File: src/rtl/uart_rx_fifo_pkg.sv
// ---------------------------------------------------------------------------
// uart_rx_fifo_pkg
//   Shared UART definitions: receiver FSM state encoding, data width and a
//   helper that zero-extends a received byte onto the 32-bit read bus.
// ---------------------------------------------------------------------------
package uart_rx_fifo_pkg;

    localparam int UART_DATA_BITS = 8;

    typedef enum logic [2:0] {
        ST_IDLE  = 3'd0,
        ST_START = 3'd1,
        ST_DATA  = 3'd2,
        ST_STOP  = 3'd3,
        ST_BREAK = 3'd4
    } rx_state_e;

    function automatic logic [31:0] zext_byte(input logic [UART_DATA_BITS-1:0] b);
        return {{(32-UART_DATA_BITS){1'b0}}, b};
    endfunction

endpackage

File: src/rtl/uart_rx_fifo_if.sv
// ---------------------------------------------------------------------------
// uart_rx_fifo_if
//   Register-side interface of the UART receive path.
//   master : bus/address-decode side (drives rd_en, clr_err)
//   slave  : receiver side (drives head data, FIFO status, sticky flags)
//   Signals:
//     rd_en        pop head byte this cycle
//     clr_err      clear sticky error flags
//     o_data       head byte zero-extended, 0 when empty
//     o_empty      FIFO empty
//     o_full       FIFO full (Rfull)
//     o_count      bytes held
//     o_overrun    sticky: byte dropped on full FIFO
//     o_frame_err  sticky: stop bit sampled low
// ---------------------------------------------------------------------------
interface uart_rx_fifo_if #(
    parameter int CNT_W = 4
) ();
    logic             rd_en;
    logic             clr_err;
    logic [31:0]      o_data;
    logic             o_empty;
    logic             o_full;
    logic [CNT_W-1:0] o_count;
    logic             o_overrun;
    logic             o_frame_err;

    modport master (
        output rd_en, clr_err,
        input  o_data, o_empty, o_full, o_count, o_overrun, o_frame_err
    );

    modport slave (
        input  rd_en, clr_err,
        output o_data, o_empty, o_full, o_count, o_overrun, o_frame_err
    );
endinterface

File: src/rtl/uart_rx_fifo_sync_fifo.sv
// ---------------------------------------------------------------------------
// uart_rx_fifo_sync_fifo
//   First-word fall-through synchronous FIFO, reusable by RX and TX paths.
//   Ports:
//     clk, rst_n   clock, async active-low reset
//     push_i       write data_i this cycle
//     data_i       write data
//     pop_i        advance head this cycle (ignored when empty)
//     data_o       head entry, 0 when empty
//     empty_o      no entries held
//     full_o       DEPTH entries held
//     count_o      entries held, 0..DEPTH
//     drop_o       push rejected because full with no pop this cycle
// ---------------------------------------------------------------------------
module uart_rx_fifo_sync_fifo #(
    parameter int WIDTH = 8,
    parameter int DEPTH = 8,
    localparam int AW   = $clog2(DEPTH),
    localparam int CW   = AW + 1
) (
    input  logic             clk,
    input  logic             rst_n,
    input  logic             push_i,
    input  logic [WIDTH-1:0] data_i,
    input  logic             pop_i,
    output logic [WIDTH-1:0] data_o,
    output logic             empty_o,
    output logic             full_o,
    output logic [CW-1:0]    count_o,
    output logic             drop_o
);

    logic [WIDTH-1:0] mem_q [DEPTH];
    logic [AW-1:0]    wr_ptr_q;
    logic [AW-1:0]    rd_ptr_q;
    logic [CW-1:0]    count_q;
    logic             do_push;
    logic             do_pop;

    assign empty_o = (count_q == '0);
    assign full_o  = (count_q == CW'(DEPTH));
    assign count_o = count_q;
    assign data_o  = empty_o ? '0 : mem_q[rd_ptr_q];

    // A pop in the same cycle frees the slot, so a push on a full FIFO is
    // still accepted then; when full, wr_ptr equals rd_ptr and the head
    // being overwritten is the one leaving.
    assign do_pop  = pop_i && !empty_o;
    assign do_push = push_i && (!full_o || do_pop);
    assign drop_o  = push_i && !do_push;

    always_ff @(posedge clk) begin
        if (do_push) begin
            mem_q[wr_ptr_q] <= data_i;
        end
    end

    always_ff @(posedge clk or negedge rst_n) begin
        if (!rst_n) begin
            wr_ptr_q <= '0;
            rd_ptr_q <= '0;
            count_q  <= '0;
        end else begin
            if (do_push) begin
                wr_ptr_q <= wr_ptr_q + 1'b1;
            end
            if (do_pop) begin
                rd_ptr_q <= rd_ptr_q + 1'b1;
            end
            case ({do_push, do_pop})
                2'b10:   count_q <= count_q + 1'b1;
                2'b01:   count_q <= count_q - 1'b1;
                default: count_q <= count_q;
            endcase
        end
    end

endmodule

File: src/rtl/uart_rx_fifo.sv
// ---------------------------------------------------------------------------
// uart_rx_fifo
//   UART serial receive front end: synchronises i_Rx, decodes 8N1 frames
//   LSB first, and buffers received bytes in a FIFO read by the CPU bus.
//   Ports:
//     clk    system clock
//     rst_n  async active-low reset
//     i_Rx   serial line, idle high, asynchronous to clk
//     bus    uart_rx_fifo_if.slave: rd_en, clr_err in; o_data, o_empty,
//            o_full, o_count, o_overrun, o_frame_err out
//
//   state    | meaning
//   ---------+---------------------------------------------------------
//   ST_IDLE  | line idle, waiting for a low sample
//   ST_START | half-bit wait, confirm start bit still low
//   ST_DATA  | sample one data bit per bit period, 8 bits LSB first
//   ST_STOP  | sample stop bit; high pushes byte, low flags frame error
//   ST_BREAK | stop bit was low, wait for line to return high
// ---------------------------------------------------------------------------
module uart_rx_fifo
    import uart_rx_fifo_pkg::*;
#(
    parameter int CLKS_PER_BIT = 434,
    parameter int FIFO_DEPTH   = 8,
    parameter int CNT_W        = 4
) (
    input  logic  clk,
    input  logic  rst_n,
    input  logic  i_Rx,
    uart_rx_fifo_if.slave bus
);

    localparam int TICK_W = $clog2(CLKS_PER_BIT);
    localparam int BIT_W  = $clog2(UART_DATA_BITS);
    localparam logic [TICK_W-1:0] TICK_LAST = TICK_W'(CLKS_PER_BIT - 1);
    localparam logic [TICK_W-1:0] TICK_HALF = TICK_W'(CLKS_PER_BIT / 2 - 1);
    localparam logic [BIT_W-1:0]  BIT_LAST  = BIT_W'(UART_DATA_BITS - 1);

    logic                      sync1_q;
    logic                      sync2_q;
    logic                      rx_s;
    rx_state_e                 state_q;
    logic [TICK_W-1:0]         tick_q;
    logic [BIT_W-1:0]          bit_q;
    logic [UART_DATA_BITS-1:0] shift_q;
    logic                      push_q;
    logic                      frame_err_q;
    logic                      overrun_q;

    logic [UART_DATA_BITS-1:0] fifo_data;
    logic                      fifo_drop;
    logic                      fifo_empty;
    logic                      fifo_full;
    logic [CNT_W-1:0]          fifo_count;

    // Flops reset to idle-high so a reset never fakes a start edge.
    always_ff @(posedge clk or negedge rst_n) begin
        if (!rst_n) begin
            sync1_q <= 1'b1;
            sync2_q <= 1'b1;
        end else begin
            sync1_q <= i_Rx;
            sync2_q <= sync1_q;
        end
    end

    assign rx_s = sync2_q;

    always_ff @(posedge clk or negedge rst_n) begin
        if (!rst_n) begin
            state_q     <= ST_IDLE;
            tick_q      <= '0;
            bit_q       <= '0;
            shift_q     <= '0;
            push_q      <= 1'b0;
            frame_err_q <= 1'b0;
        end else begin
            push_q <= 1'b0;
            // Clear first so a frame error detected this cycle wins.
            if (bus.clr_err) begin
                frame_err_q <= 1'b0;
            end
            case (state_q)
                ST_IDLE: begin
                    if (!rx_s) begin
                        state_q <= ST_START;
                        tick_q  <= '0;
                        bit_q   <= '0;
                    end
                end
                ST_START: begin
                    if (tick_q == TICK_HALF) begin
                        tick_q  <= '0;
                        state_q <= rx_s ? ST_IDLE : ST_DATA;
                    end else begin
                        tick_q <= tick_q + 1'b1;
                    end
                end
                ST_DATA: begin
                    if (tick_q == TICK_LAST) begin
                        tick_q  <= '0;
                        shift_q <= {rx_s, shift_q[UART_DATA_BITS-1:1]};
                        bit_q   <= bit_q + 1'b1;
                        if (bit_q == BIT_LAST) begin
                            state_q <= ST_STOP;
                        end
                    end else begin
                        tick_q <= tick_q + 1'b1;
                    end
                end
                ST_STOP: begin
                    if (tick_q == TICK_LAST) begin
                        tick_q <= '0;
                        if (rx_s) begin
                            push_q  <= 1'b1;
                            state_q <= ST_IDLE;
                        end else begin
                            frame_err_q <= 1'b1;
                            state_q     <= ST_BREAK;
                        end
                    end else begin
                        tick_q <= tick_q + 1'b1;
                    end
                end
                ST_BREAK: begin
                    if (rx_s) begin
                        tick_q  <= '0;
                        state_q <= ST_IDLE;
                    end
                end
                default: begin
                    tick_q  <= '0;
                    state_q <= ST_IDLE;
                end
            endcase
        end
    end

    always_ff @(posedge clk or negedge rst_n) begin
        if (!rst_n) begin
            overrun_q <= 1'b0;
        end else if (fifo_drop) begin
            overrun_q <= 1'b1;
        end else if (bus.clr_err) begin
            overrun_q <= 1'b0;
        end
    end

    uart_rx_fifo_sync_fifo #(
        .WIDTH (UART_DATA_BITS),
        .DEPTH (FIFO_DEPTH)
    ) u_fifo (
        .clk     (clk),
        .rst_n   (rst_n),
        .push_i  (push_q),
        .data_i  (shift_q),
        .pop_i   (bus.rd_en),
        .data_o  (fifo_data),
        .empty_o (fifo_empty),
        .full_o  (fifo_full),
        .count_o (fifo_count),
        .drop_o  (fifo_drop)
    );

    assign bus.o_data      = zext_byte(fifo_data);
    assign bus.o_empty     = fifo_empty;
    assign bus.o_full      = fifo_full;
    assign bus.o_count     = fifo_count;
    assign bus.o_overrun   = overrun_q;
    assign bus.o_frame_err = frame_err_q;

endmodule

File: src/flat_wrapper.sv
// flat-port wrapper written by rule: the top's interface ports become plain ports
module uart_rx_fifo_flat import uart_rx_fifo_pkg::*;
#(
    parameter int CLKS_PER_BIT = 434,
    parameter int FIFO_DEPTH   = 8,
    parameter int CNT_W        = 4
)
  (clk, rst_n, i_Rx, bus_rd_en, bus_clr_err, bus_o_data, bus_o_empty, bus_o_full, bus_o_count, bus_o_overrun, bus_o_frame_err);
  uart_rx_fifo_if #(.CNT_W(CNT_W)) bus_i ();
  input  logic clk;
  input  logic rst_n;
  input  logic i_Rx;
  input wire logic [$bits(bus_i.rd_en)-1:0] bus_rd_en;
  input wire logic [$bits(bus_i.clr_err)-1:0] bus_clr_err;
  output wire logic [$bits(bus_i.o_data)-1:0] bus_o_data;
  output wire logic [$bits(bus_i.o_empty)-1:0] bus_o_empty;
  output wire logic [$bits(bus_i.o_full)-1:0] bus_o_full;
  output wire logic [$bits(bus_i.o_count)-1:0] bus_o_count;
  output wire logic [$bits(bus_i.o_overrun)-1:0] bus_o_overrun;
  output wire logic [$bits(bus_i.o_frame_err)-1:0] bus_o_frame_err;
  assign bus_i.rd_en = bus_rd_en;
  assign bus_i.clr_err = bus_clr_err;
  assign bus_o_data = bus_i.o_data;
  assign bus_o_empty = bus_i.o_empty;
  assign bus_o_full = bus_i.o_full;
  assign bus_o_count = bus_i.o_count;
  assign bus_o_overrun = bus_i.o_overrun;
  assign bus_o_frame_err = bus_i.o_frame_err;
  uart_rx_fifo #(.CLKS_PER_BIT(CLKS_PER_BIT), .FIFO_DEPTH(FIFO_DEPTH), .CNT_W(CNT_W)) u_core (.clk(clk), .rst_n(rst_n), .i_Rx(i_Rx), .bus(bus_i));
endmodule
File: config.mk
export PLATFORM = sky130hd
export DESIGN_NAME = uart_rx_fifo_flat
export DESIGN_NICKNAME = d
export VERILOG_FILES = /design/src/rtl/uart_rx_fifo_pkg.sv /design/src/rtl/uart_rx_fifo_if.sv /design/src/rtl/uart_rx_fifo_sync_fifo.sv /design/src/rtl/uart_rx_fifo.sv /design/src/flat_wrapper.sv
export SDC_FILE = /design/constraint.sdc
export NUM_CORES = 1
export LEC_CHECK = 0
export BUFFER_PORTS_ARGS = -buffer_cell sky130_fd_sc_hd__buf_2
export CAP_MARGIN = 20
export CELL_PAD_IN_SITES_DETAIL_PLACEMENT = 1
export CELL_PAD_IN_SITES_GLOBAL_PLACEMENT = 2
export CORE_MARGIN = 3
export CORE_UTILIZATION = 38
export CTS_CLUSTER_SIZE = 16
export DETAILED_ROUTE_END_ITERATION = 10
export PLACE_DENSITY = 0.78
export SLEW_MARGIN = 20
export SYNTH_ARGS = -nofsm -noshare
export SYNTH_HDL_FRONTEND = slang
export SYNTH_HIERARCHICAL = 1
export SYNTH_SLANG_ARGS = --single-unit
File: constraint.sdc
create_clock -name clk -period 2.3 [get_ports clk]
set_input_delay 0.115 -clock clk [delete_from_list [all_inputs] [get_ports clk]]
set_output_delay 0.115 -clock clk [all_outputs]
set_load 0.05 [all_outputs]
==> qor.csv, run 1 <==
stage;metric;value;unit
clock_tree;cts-htree-levels;3;
floorplanning;die_h;117;µm
flow_run;max_cap_viol_count;0;
finish;fillers;1198;
sta;finalSetupViolCount;0;
routing;wl;9.09;mm
synthesis;syn_inst;322;
routing;num_vias;2650;
sta;clock_skew;0.00620;ns
worst_setup_path;path_max_fanout;3;
worst_setup_path;worstReg2RegEnd;u_core/u_fifo/count_o[3];
finish;drive_gt1_frac;0.260;
power;seqPwrFrac;0.457;
routing;first_iter_violations;130;
floorplanning;io_pins;45;
grt;grt_first_pass_wirelength;14.7;mm
worst_setup_path;worstSetupPathType;reg2reg;
power;combPwrFrac;0.231;
worst_setup_path;start_kind;flop;
worst_setup_path;cp_cell_sequence;or3_4, o21ai_4, or2_4, inv_2, ha_4, or2_2, and2_4, a221o_1, o221ai_1;
clock_tree;clock_latency;0.34;ns
power;p_leak;2.26;nW
grt;grt_pass1_vias;2739;
floorplanning;core_area;0.0118;mm²
clock_tree;root_buffer;clkbuf_16;
synthesis;ys_seq_area_frac;0.611;
synthesis;synthArstFlopShare;0.373;
routing;via_per_inst;5.01;
sta;hold_slack;0.0525;ns
floorplanning;dieArea;0.0137;mm²
worst_setup_path;r2r_start;u_core/u_fifo/count_o[2];
synthesis;ys_warn_count;6;
worst_setup_path;regToRegSetupSlack;0.03;ns
clock_tree;cts_max_path_buffers;2;
synthesis;synth_top_area_frac;0.409;
worst_setup_path;required;2.55;ns
floorplanning;die_w;117;µm
routing;dr.pass1.iters;4;
power;power_density;886;mW/mm²
worst_setup_path;worstPathArrival;2.52;ns
sta;hold_viol;0;
synthesis;synth_area_leaders;edfxtp_1, dfrtp_1, mux4_2;
worst_setup_path;cp-end-kind;flop;
power;p_int;0.00331;W
floorplanning;num_rows;39;
clock_tree;clock-sinks;102;
clock_tree;cts_tree;built;
placed_design;place.gp.congestion;0.756;
clock_tree;clk_transition_reported_paths;0.06;ns
routing;detail_route.wl_per_cell;17.2;µm
sta;max_slew_margin;0.392;
power;ir_drop;0.342;mV
routing;drc_errors;0;
floorplanning;start_util;0.400;
hold_path;hold_end;u_core/bus.o_frame_err;
sta;fmax;441;MHz
synthesis;synth_ff_type;edfxtp_1;
hold_path;hold_class;in2reg;
grt;track_usage;0.144;
worst_setup_path;critPathSlowestCell;or3_4;
synthesis;syn_area;0.00470;mm²
grt;antenna_found_initial;0;
power;p_clk_frac;0.312;
placed_design;place_hpwl;6.25;mm
power;switching_share;0.301;
worst_setup_path;cp.depth;9;
worst_setup_path;r2r_cells;9;
clock_tree;cts_buffers;9;
synthesis;synth_top_cell_by_area;edfxtp_1;
worst_setup_path;cpPeakStageDelay;0.41;ns
grt;grt_max_degree;39;
finish;syn2layout_area_growth;13.6;%
finish;nets;375;
sta;tightest_slew;0.908;ns
synthesis;syn-mean-instance-area;14.6;µm²
finish;diodes;0;
worst_setup_path;cp_top_family;simple AND/OR/NAND/NOR gates;
placed_design;port_buffers;20;
run_status;status;complete, no violations;
sta;fin_crit_sh;0.986;
worst_setup_path;cp_num_buf_inv;1;
synthesis;ys_ff_latch;102;
sta;slew_violations;0;
grt;gr-total-overflow;0;
hold_path;hold_depth;3;
synthesis;ys_types;61;
sta;grt_setup_unrepaired;yes;
sta;min_period;2.27;ns
synthesis;synth_edf_count;64;
routing;ant_nets;0;
power;total_power;0.00473;W
power;p_sw;0.00142;W
hold_path;hold_start;bus_clr_err;
sta;tns;0;ns
-- kinds of logic (layout without fill, tap and decap cells) --
family                   after synthesis  after routing  synth area share
AO/OA/AOI/OAI                         42             42            0.0687
XOR/XNOR                               8              8            0.0149
adder cells (fa/ha/maj)               10             10            0.0282
buffers and inverters                 45             65            0.0599
flip-flops                           102            102             0.611
multiplexers                          38             38             0.131
other                                  1             24          0.000798
AND/OR/NAND/NOR                       76             76            0.0846
-- worst max-delay path by stage --
stage | startpoint | to | slack (ns)
4_1_cts | u_core/u_fifo/count_o[1] | u_core/u_fifo/count_o[3] | 0.01
6_report | u_core/u_fifo/count_o[2] | u_core/u_fifo/count_o[3] | 0.03
3_3_place_gp | u_core/u_fifo/count_o[2] | u_core/u_fifo/count_o[3] | -0.02
2_1_floorplan | u_core/u_fifo/count_o[2] | u_core/u_fifo/count_o[3] | -0.29
3_5_place_dp | u_core/u_fifo/count_o[2] | u_core/u_fifo/count_o[3] | -0.09
5_1_grt | u_core/u_fifo/count_o[2] | u_core/u_fifo/count_o[3] | -0.08
-- placed cells by master, fill, tap and decap left out, drive strengths merged, types with 10 or more instances in the layout --
cell type,count
nor2,24
o21ai,12
dfrtp,36
edfxtp,64
buf,35
clkbuf,10
inv,13
conb,24
mux2,12
nand2,23
mux2i,10
mux4,16
-- metrics by stage --
step,cell area [µm²],worst slack [ns],util,instances
2_1_floorplan,4820,-0.294,-,345
3_3_place_gp,5000,-0.0164,0.425,509
4_1_cts,5330,0.0132,0.454,528
6_report,5340,0.0317,0.454,529
3_5_place_dp,5000,-0.0875,0.425,509
5_1_grt,5340,-0.0840,0.454,529
-- cell usage after synthesis, types with 2 or more instances --
| master | count |
|---|---|
| edfxtp_1 | 64 |
| dfrtp_1 | 36 |
| buf_4 | 25 |
| nand2_1 | 23 |
| nor2_1 | 23 |
| mux4_2 | 16 |
| inv_1 | 12 |
| mux2i_1 | 10 |
| ha_1 | 9 |
| o21ai_1 | 7 |
| a21oi_1 | 6 |
| mux2_4 | 6 |
| nand2b_1 | 5 |
| and2_1 | 4 |
| mux2_1 | 4 |
| nand3_1 | 4 |
| o21ai_0 | 4 |
| xnor2_1 | 4 |
| xor2_1 | 4 |
| a211oi_1 | 3 |
| o211ai_1 | 3 |
| buf_2 | 2 |
| buf_6 | 2 |
| clkbuf_1 | 2 |
| dfstp_2 | 2 |
| mux2_2 | 2 |
| nor2b_1 | 2 |
| nor3_1 | 2 |
| nor4_1 | 2 |
| o22ai_1 | 2 |
| or2_2 | 2 |
-- layout make-up --
cell class,count,area [µm²],share of cell area
multi-input combinational,198,1680,0.314
tap,164,205,0.0384
inverter,12,45.0,0.00843
clock buffer,10,229,0.0429
sequential,102,2880,0.539
clock inverter,6,61.3,0.0115
timing repair buffer,37,245,0.0459
-- registers in the layout, summed over array words and instances (netlist names) --
name                    count
u_core/bit_q                3
u_core/bus.o_frame_err      1
u_core/bus.o_overrun        1
u_core/push_q               1
u_core/rx_s                 1
u_core/shift_q              8
u_core/state_q              3
u_core/sync1_q              1
u_core/tick_q               9
u_core/u_fifo/count_o       4
u_core/u_fifo/mem_q        64
u_core/u_fifo/rd_ptr_q      3
u_core/u_fifo/wr_ptr_q      3
-- power groups by stage --
| stage | clock network (W) | logic [W] | registers (W) |
|---|---|---|---|
| 2_1_floorplan | 0 | 0.000795 | 0.00223 |
| 3_3_place_gp | 0 | 0.00105 | 0.00220 |
| 3_5_place_dp | 0 | 0.00107 | 0.00220 |
| 4_1_cts | 0.00153 | 0.00110 | 0.00217 |
| 5_1_grt | 0.00161 | 0.00119 | 0.00218 |
| 6_report | 0.00148 | 0.00109 | 0.00216 |
-- worst register-to-register path, cell delays in order (launching register included) --
cell	delay, ns
dfrtp_2	0.40
or3_4	0.41
o21ai_4	0.14
or2_4	0.14
inv_2	0.06
ha_4	0.21
or2_2	0.28
and2_4	0.15
a221o_1	0.31
o221ai_1	0.07
-- what timing repair did --
item | 4_1_cts | 5_1_grt
hold endpoints to repair | 37 | 0
setup buffers | 1 | 1
pin swaps | 6 | 3
resized for setup | 2 | 0
hold buffers | 2 | 0
setup endpoints to repair | 1 | 5
gates cloned | 0 | 0
-- layer usage --
layer / vias to the layer above / GRT usage / share of wire / wire, µm
li1: 1224 / - / - / -
met1: 1379 / 0.187 / 0.45 / 4090
met2: 37 / 0.240 / 0.51 / 4620
met3: 10 / 0.0293 / 0.027 / 249
met4: 0 / 0.0528 / 0.014 / 130
met5: - / 0 / 0 / 0
No activity file was read; power rests on OpenSTA's default activity.
==> run 2: changes to the inputs <==
Settings changed: ABC_AREA set to 1, CORE_UTILIZATION 38 to 34.
==> qor.csv, run 2 <==
stage;metric;value;unit
routing;detail_route.wl_per_cell;14.5;µm
synthesis;ys_ff_latch;102;
routing;ant_nets;0;
worst_setup_path;worstSetupPathType;reg2out;
finish;syn2layout_area_growth;12.2;%
finish;mostFrequentLayoutCells;nor2_1, nand2_1, edfxtp_1;
routing;route.top_layer_used;met4;
sta;clock_skew;0.00829;ns
hold_path;hold_class;in2reg;
clock_tree;root_buffer;clkbuf_16;
finish;layout_commonest_cell;nor2_1;
placed_design;port_buffers;20;
routing;wl_met2;5.21;mm
synthesis;syn-mean-instance-area;10.1;µm²
finish;drive_gt1_frac;0.165;
synthesis;ys_types;34;
flow_run;max_cap_viol_count;0;
sta;grt_setup_unrepaired;no;
floorplanning;io_pins;45;
clock_tree;clock-sinks;102;
grt;antenna_found_initial;0;
routing;dr.pass1.iters;4;
routing;met3_length;274;µm
worst_setup_path;required;2.18;ns
clock_tree;cts_buffers;9;
grt;grt_max_degree;39;
run_status;status;complete, no violations;
placed_design;place.gp.congestion;0.742;
finish;largest_reg_flops;64;
routing;wl;10.1;mm
worst_setup_path;worstPathArrival;1.87;ns
worst_setup_path;r2r_cells;11;
finish;nets;527;
placed_design;dp.cells;674;
worst_setup_path;start_kind;flop;
synthesis;syn_inst;478;
finish;top_regs;u_core/u_fifo/mem_q: 64 flops, u_core/tick_q: 9 flops, u_core/shift_q: 8 flops;
synthesis;synth_top_cell_by_area;edfxtp_1;
floorplanning;num_rows;42;
worst_setup_path;critPathSlowestCell;dfrtp_1;
finish;diodes;0;
routing;num_vias;3235;
finish;fillers;1516;
synthesis;ys_seq_area_frac;0.595;
sta;hold_viol;0;
grt;grt_first_pass_wirelength;17.0;mm
routing;first_iter_violations;165;
synthesis;synthArstFlopShare;0.373;
sta;fin_crit_sh;0.861;
power;p_leak;2.45;nW
synthesis;synth_ff_type;edfxtp_1;
power;power_density;1080;mW/mm²
routing;drt-met1-wl;4.38;mm
routing;drc_errors;0;
worst_setup_path;worstSetupStartpoint;u_core/u_fifo/rd_ptr_q[0];
clock_tree;cts_tree;built;
floorplanning;core_area;0.0136;mm²
sta;finalSetupViolCount;0;
synthesis;synth_top_area_frac;0.398;
synthesis;yosysMostFrequentCell;nor2_1;
grt;grt_pass1_vias;3385;
worst_setup_path;cp_cell_sequence;buf_4, nor2_1, nor2_1, o21ai_1, o21ai_1, o21ai_1, nor2_1, buf_2;
worst_setup_path;path_max_fanout;23;
sta;tightest_slew;0.887;ns
sta;max_slew_margin;0.409;
hold_path;hold_depth;3;
finish;top_register;u_core/u_fifo/mem_q;
floorplanning;start_util;0.357;
synthesis;syn_area;0.00483;mm²
clock_tree;clock_latency;0.35;ns
synthesis;ys_warn_count;6;
sta;min_period;1.98;ns
finish;stdcell_count;692;
floorplanning;die_w;125;µm
clock_tree;clk_transition_reported_paths;0.07;ns
floorplanning;die_h;125;µm
floorplanning;dieArea;0.0157;mm²
worst_setup_path;cpPeakStageDelay;0.40;ns
synthesis;synth_area_leaders;edfxtp_1, dfrtp_1, nor2_1;
synthesis;synth_commonest_cells;nor2_1, nand2_1, edfxtp_1;
hold_path;hold_start;bus_rd_en;
worst_setup_path;cp-end-kind;output pin;
worst_setup_path;r2r_start;u_core/u_fifo/count_o[1];
power;ir_drop;0.381;mV
placed_design;place_hpwl;7.31;mm
sta;tns;0;ns
routing;via_per_inst;4.67;
sta;hold_slack;0.0982;ns
sta;fmax;505;MHz
synthesis;synth_edf_count;64;
clock_tree;cts_max_path_buffers;2;
sta;slew_violations;0;
grt;track_usage;0.135;
clock_tree;cts-htree-levels;3;
grt;gr-total-overflow;0;
## run 2: final cells by class
class,instances,area [µm²],area share
well taps,176,220,0.0406
clock buffers,9,225,0.0415
inverters,38,143,0.0263
clock inverters,6,62.6,0.0115
repair buffers,37,248,0.0457
multi-input cells,324,1650,0.304
flip-flops and latches,102,2880,0.530
## run 2: what timing repair did
action                                  CTS  global route
resized for setup                         0             0
hold buffers                              3             0
endpoints found under the setup margin    0             0
setup buffers                             0             0
endpoints found under the hold margin    39             0
## run 2: metal layers
layer,up-vias,global-route usage
met1,1576,0.162
li1,1608,-
met5,-,0
met4,0,0.0561
met3,13,0.0205
met2,38,0.240
## run 2: stage by stage
stage                     setup WS (ns)   util  cell area [µm²]  total power [W]
final                             0.320  0.400             5420          0.00583
after global routing              0.155  0.400             5420          0.00620
after CTS                         0.283  0.400             5420          0.00593
after detailed placement          0.364  0.377             5110          0.00441
after global placement            0.424  0.377             5110          0.00436
after floorplan                0.000602      -             4930          0.00391
## run 2: critical path, delay by kind of cell (launching register included)
kind	cells	cell delay [ns]
flops	1	0.40
compound gates	3	0.28
buf+inv	2	0.54
simple gates	3	0.30
## run 2: logic make-up (layout without fill, tap and decap cells)
logic type / after synthesis / count (layout) / share of synthesized area
simple gates: 213 / 213 / 0.204
flops: 102 / 102 / 0.595
buf+inv: 75 / 90 / 0.0828
compound gates: 68 / 68 / 0.0735
fa+ha+maj: 10 / 10 / 0.0274
xor+xnor: 8 / 8 / 0.0145
other cells: 1 / 24 / 0.000776
mux: 1 / 1 / 0.00233
## run 2: report_power, final
| part | leakage (nW) | internal, W | switching [W] | total, W |
|---|---|---|---|---|
| Sequential | 1.23 | 0.00200 | 0.0000984 | 0.00210 |
| Combinational | 1.08 | 0.000622 | 0.00162 | 0.00224 |
| Clock | 0.135 | 0.000835 | 0.000656 | 0.00149 |
## run 2: final timing paths
kind	endpoint	slack, ns
setup / recovery	bus_o_data[1]	0.32
hold / removal	u_core/u_fifo/rd_ptr_q[2]	0.1
setup reg to reg	u_core/u_fifo/count_o[3]	0.36
hold reg to reg	u_core/rx_s	0.36
max in group asynchronous	u_core/bus.o_frame_err	1.32
min in group asynchronous	u_core/tick_q[1]	0.42
